### config.mk
export PLATFORM = sky130hd
export DESIGN_NAME = alu_instr_issuer
export DESIGN_NICKNAME = d
export VERILOG_FILES = /design/src/rtl/alu_instr_issuer.sv
export SDC_FILE = /design/constraint.sdc
export NUM_CORES = 1
export LEC_CHECK = 0
export CAP_MARGIN = 20
export CELL_PAD_IN_SITES_DETAIL_PLACEMENT = 1
export CELL_PAD_IN_SITES_GLOBAL_PLACEMENT = 1
export CORE_UTILIZATION = 30
export CTS_BUF_LIST = sky130_fd_sc_hd__clkbuf_2
export DETAILED_ROUTE_END_ITERATION = 10
export PLACE_DENSITY = 0.87
export SLEW_MARGIN = 20
export SYNTH_ARGS = -nofsm -noshare
export SYNTH_HDL_FRONTEND = slang
export SYNTH_SLANG_ARGS = --single-unit
### constraint.sdc
create_clock -name clk -period 2.17 [get_ports clk]
set_input_delay 0.434 -clock clk [delete_from_list [all_inputs] [get_ports clk]]
set_output_delay 0.434 -clock clk [all_outputs]
set_load 0.05 [all_outputs]
### src/rtl/alu_instr_issuer.sv
// Issues one ALU operation at a time as a packed instruction word and returns the ALU result on a response handshake.
// Legal ops respond ALU_LAT+1 cycles after accept, illegal ops after 1; only rsp_ready can stall the block.
package alu_pkg;
  typedef enum logic {UNSIGN = 1'b0, SIGN = 1'b1} op_type_t;

  typedef struct packed {
    logic [2:0]  opc;
    op_type_t    op_type;
    logic [31:0] op_a;
    logic [31:0] op_b;
  } instr_t;

  typedef logic [63:0] l_data_t;

  localparam logic [2:0] OPC_DIV  = 3'd3;
  localparam logic [2:0] OPC_LAST = 3'd5;
endpackage

module alu_instr_issuer
  import alu_pkg::*;
#(
  parameter int ALU_LAT = 1,
  parameter int TAG_W   = 4
) (
  input  logic             clk,
  input  logic             rst,
  input  logic             req_valid,
  output logic             req_ready,
  input  logic [2:0]       req_opc,
  input  logic             req_signed,
  input  logic [31:0]      req_a,
  input  logic [31:0]      req_b,
  output instr_t           iw,
  output logic             iw_valid,
  input  l_data_t          alu_res,
  output logic             rsp_valid,
  input  logic             rsp_ready,
  output logic [63:0]      rsp_data,
  output logic             rsp_err,
  output logic [TAG_W-1:0] rsp_tag,
  output logic             busy
);

  typedef enum logic [1:0] {IDLE, DRIVE, RESP} state_t;

  localparam logic [3:0] CNT_INIT = 4'(ALU_LAT - 1);

  state_t           state_q, state_d;
  logic [3:0]       cnt;
  logic [TAG_W-1:0] tag_cnt;
  logic             accept;
  logic             illegal;

  assign req_ready = (state_q == IDLE);
  assign rsp_valid = (state_q == RESP);
  assign busy      = (state_q != IDLE);
  // The tag only advances on the response handshake, so the counter is the tag of the op in flight.
  assign rsp_tag   = tag_cnt;
  assign accept    = req_valid && req_ready;
  assign illegal   = (req_opc > OPC_LAST) || ((req_opc == OPC_DIV) && (req_b == 32'd0));

  always_ff @(posedge clk) begin
    if (rst) state_q <= IDLE;
    else     state_q <= state_d;
  end

  always_comb begin
    state_d = state_q;
    case (state_q)
      IDLE:    if (accept) state_d = illegal ? RESP : DRIVE;
      DRIVE:   if (cnt == 4'd0) state_d = RESP;
      RESP:    if (rsp_ready) state_d = IDLE;
      default: state_d = IDLE;
    endcase
  end

  always_ff @(posedge clk) begin
    if (rst) begin
      iw       <= '0;
      iw_valid <= 1'b0;
      cnt      <= '0;
      rsp_data <= '0;
      rsp_err  <= 1'b0;
      tag_cnt  <= '0;
    end else begin
      case (state_q)
        IDLE: begin
          if (accept) begin
            if (illegal) begin
              rsp_data <= '0;
              rsp_err  <= 1'b1;
            end else begin
              iw.opc     <= req_opc;
              iw.op_type <= req_signed ? SIGN : UNSIGN;
              iw.op_a    <= req_a;
              iw.op_b    <= req_b;
              iw_valid   <= 1'b1;
              cnt        <= CNT_INIT;
            end
          end
        end
        DRIVE: begin
          if (cnt == 4'd0) begin
            rsp_data <= alu_res;
            rsp_err  <= 1'b0;
            iw_valid <= 1'b0;
          end else begin
            cnt <= cnt - 4'd1;
          end
        end
        RESP: begin
          if (rsp_ready) tag_cnt <= tag_cnt + 1'b1;
        end
        default: ;
      endcase
    end
  end

endmodule
==> results.md, run 1 <==
* Final hold viol count at 0
* Critical path's top delay family: buffers and inverters
* Multi-input logic area at roughly 2500 sq um
* Post-route insts no fill at 1052
* Max Cap Violations at 0
* CTS max path bufs at 2
* Final HPWL DP at roughly 13000 um
* Num CTS Buffers at 17
* Simple-Gate Fraction of Synth Area at 19.33%
* H-Tree Depth at 4
* Post-Synth Adder-Cell Area at 0.6766%
* Max Slew Vio Count at 0
* First-pass GRT wire length at ~26000 um
* FMAX at 0.4904 GHz
* Type of destination of the critical path: primary output
* Crit-path max cell delay at 0.51 ns
* CTS tree: yes
* Antenna violations before repair at 1
* CP bufs+invs at 1
* Die X at roughly 140 um
* Area share of the largest cell type after synthesis at 51.96%
* Drt wl/cell at 16.53 um
* CTS Root Cell: clkbuf_2
* Outcome: completed
* Drt first pass iters at 4
* Starting Density at a little under a third
* CP Launch Type: flop
* Maximum vdd drop at between 0.3 and 0.4 mV
* Compound-Gate Fraction of Synth Area at 12.02%
* Syn nets at about 660
* TNS Setup at 0 ns
* Total core area at 18020 sq um
* # fillers at between 2k and 2.5k
* Area Growth Syn to Fin at 58.50%
* DRC viols at 0
* Post-synth top area cell: dfxtp_1
* Via count at between 4k and 5k
* Final setup margin at ~0.13 ns
* Wirelength, routed at 17390 um
* Synth async-reset ratio at 0%
* Clk_skew at ~0.039 ns
* Main combinational cell family by area after synthesis: simple AND/OR/NAND/NOR gates
* Final Critical Period at 2.039 ns
* Power density cells at 717.0 nW/um^2
* GR Util All Layers at between 15 and 20%
* CP Cell Sequence: clkdlybuf4s15_1
* Largest net degree at the start of global routing at 87
* Post-synthesis mux area share at about an eighth
* DP Worst Slack at -0.2329 ns
* Vias in the first global route at 4983
* Slew Limit Headroom at 58.40%
* Critical path required time at ~1.7 ns
* Slowest CP cell: clkdlybuf4s15_1
* YS warnings at 0
* GRT overflow at 0
* Final setup vio count at 0
* Crit Path Max Fanout at 2
* Reg clk slew, reported paths at about 0.25 ns
* Leak at roughly 3.5 nW
* Seq/Total Area, Yosys at approximately half
* Die ar. at ~19000 sq um
* Clock latency on the worst-skew pair at 0.71 ns
* Iter 0 DRT Violations at 172
* Most frequent cell after synthesis: dfxtp_1
* Synth unique cells at 30
* XOR/XNOR Fraction of Synth Area at less than 1%
* Final ANT Viol Nets at 0
* Nets at about 950
* Top FF cell, synth: dfxtp_1
* #FFs+latches synth at 144
* Synth top cells by count: dfxtp_1, nand2b_1, mux2i_1
* # rows at 49
* IO Port Bufs at between 200 and 300
* Tcrit/Tclk final at between 90% and 100%
* Mapped Area at 5548 sq um
* Number of vias per cell at around 4.6
* Slew @ Worst Pin at 0.6240 ns
* Setup CP Type: flop to primary output
* Layout cells sized above 1 at between 20% and 30%
* Hold WC Path Type: input port to flop
* Die Ht at between 100 and 150 um
* Sequential cell area at approximately 2900 sq um
* Number of synthesized flops with an enable pin at 0
* Worst Path Arrival at about 1.6 ns
* Dominant cells by area after synthesis: dfxtp_1, nand2b_1, mux2i_1
* Setup bufs post-CTS at 0
* GP Congestion at around 0.77
* IO Pins at 277
* Syn_area_per_cell at around 11 sq um
* Cells after synthesis at between 500 and 600
* CTS Sinks at 144
* Placed Cells at roughly 1.0k
-- cells by family (layout without fill, tap and decap cells) --
family,after synthesis,count (layout)
compound gates,81,81
xor+xnor,2,2
fa+ha+maj,3,3
buf+inv,42,348
flops,144,144
mux,68,68
other cells,0,1
simple gates,176,176
-- state kept, by name (all words and copies together), names as in the netlist --
signal and flops:
iw 68, rsp_data 64, cnt 4, rsp_tag 4, state_q 2, iw_valid 1, rsp_err 1
-- layer usage --
layer | vias up | global-route usage, % | share of wire, %
met4 | 0 | 6.703 | 1.4
met1 | 2340 | 19.48 | 40
met3 | 14 | 5.629 | 7.3
met5 | - | 0 | 0
li1 | 2375 | - | -
met2 | 155 | 31.53 | 51
-- layout by cell type (no fill, tap or decap), types with 4 or more instances in the layout --
cell	n
nand3_1	4
clkbuf_2	71
nand2b_1	141
a21oi_1	6
nand2_1	7
inv_1	6
mux2i_1	68
nor4_1	6
inv_6	5
a22o_1	64
nor2_1	4
clkdlybuf4s15_1	28
buf_12	5
dfxtp_1	142
dlygate4sd2_1	5
buf_4	33
clkdlybuf4s50_1	134
clkdlybuf4s15_2	49
-- worst min-delay path: cells and delay by family --
kind / cells / cell delay, ns
muxes: 1 / 0.07
buffers and inverters: 1 / 0.40
and+or+nand+nor: 1 / 0.07
-- layout make-up --
type | count | area share [%]
Sequential cell | 144 | 32.81
Clock inverter | 15 | 1.707
Tap cell | 229 | 3.258
Multi-Input combinational cell | 330 | 28.56
Antenna cell | 1 | 0.02846
Clock buffer | 17 | 0.9676
Inverter | 6 | 0.2561
Timing Repair Buffer | 310 | 32.41
-- metrics by stage --
stage          instance area, sq um  util, %  hold slack [ns]  power [mW]
2_1_floorplan                  5548        -           0.4496       4.062
3_3_place_gp                   8756    48.58           0.4545       4.860
3_5_place_dp                   8756    48.58           0.4576       4.892
4_1_cts                        9042    50.17           0.1371       6.449
5_1_grt                        8793    48.79           0.1734       6.614
6_report                       8793    48.79           0.2680       6.305
-- path summary, 6_finish.rpt --
kind / start / endpoint / slack, ns / depth (start not counted)
worst max-delay path: iw[15] / iw[15] / 0.13 / 1
worst min register to register: iw[35] / iw[35] / 0.49 / 2
worst min-delay path: req_a[31] / iw[63] / 0.27 / 3
worst max register to register: cnt[0] / rsp_data[44] / 0.32 / 8
-- repair_timing --
action / CTS / global route
resized for setup: 303 / 76
hold buffers: 1 / 0
hold endpoints to repair: 2 / 0
setup endpoints to repair: 138 / 66
-- report_power, final --
group	internal (mW)	switching (mW)	total (mW)
clock network	0.451	1.13	1.58
registers	2.84	0.104	2.94
logic	0.694	1.09	1.78
No activity file was read; power rests on OpenSTA's default activity.
==> run 2, diff against run 1 <==
CAP_MARGIN = 30   (was 20)
==> results of run 2 <==
The final DEF is identical to that of run 1; final timing and power are the same.
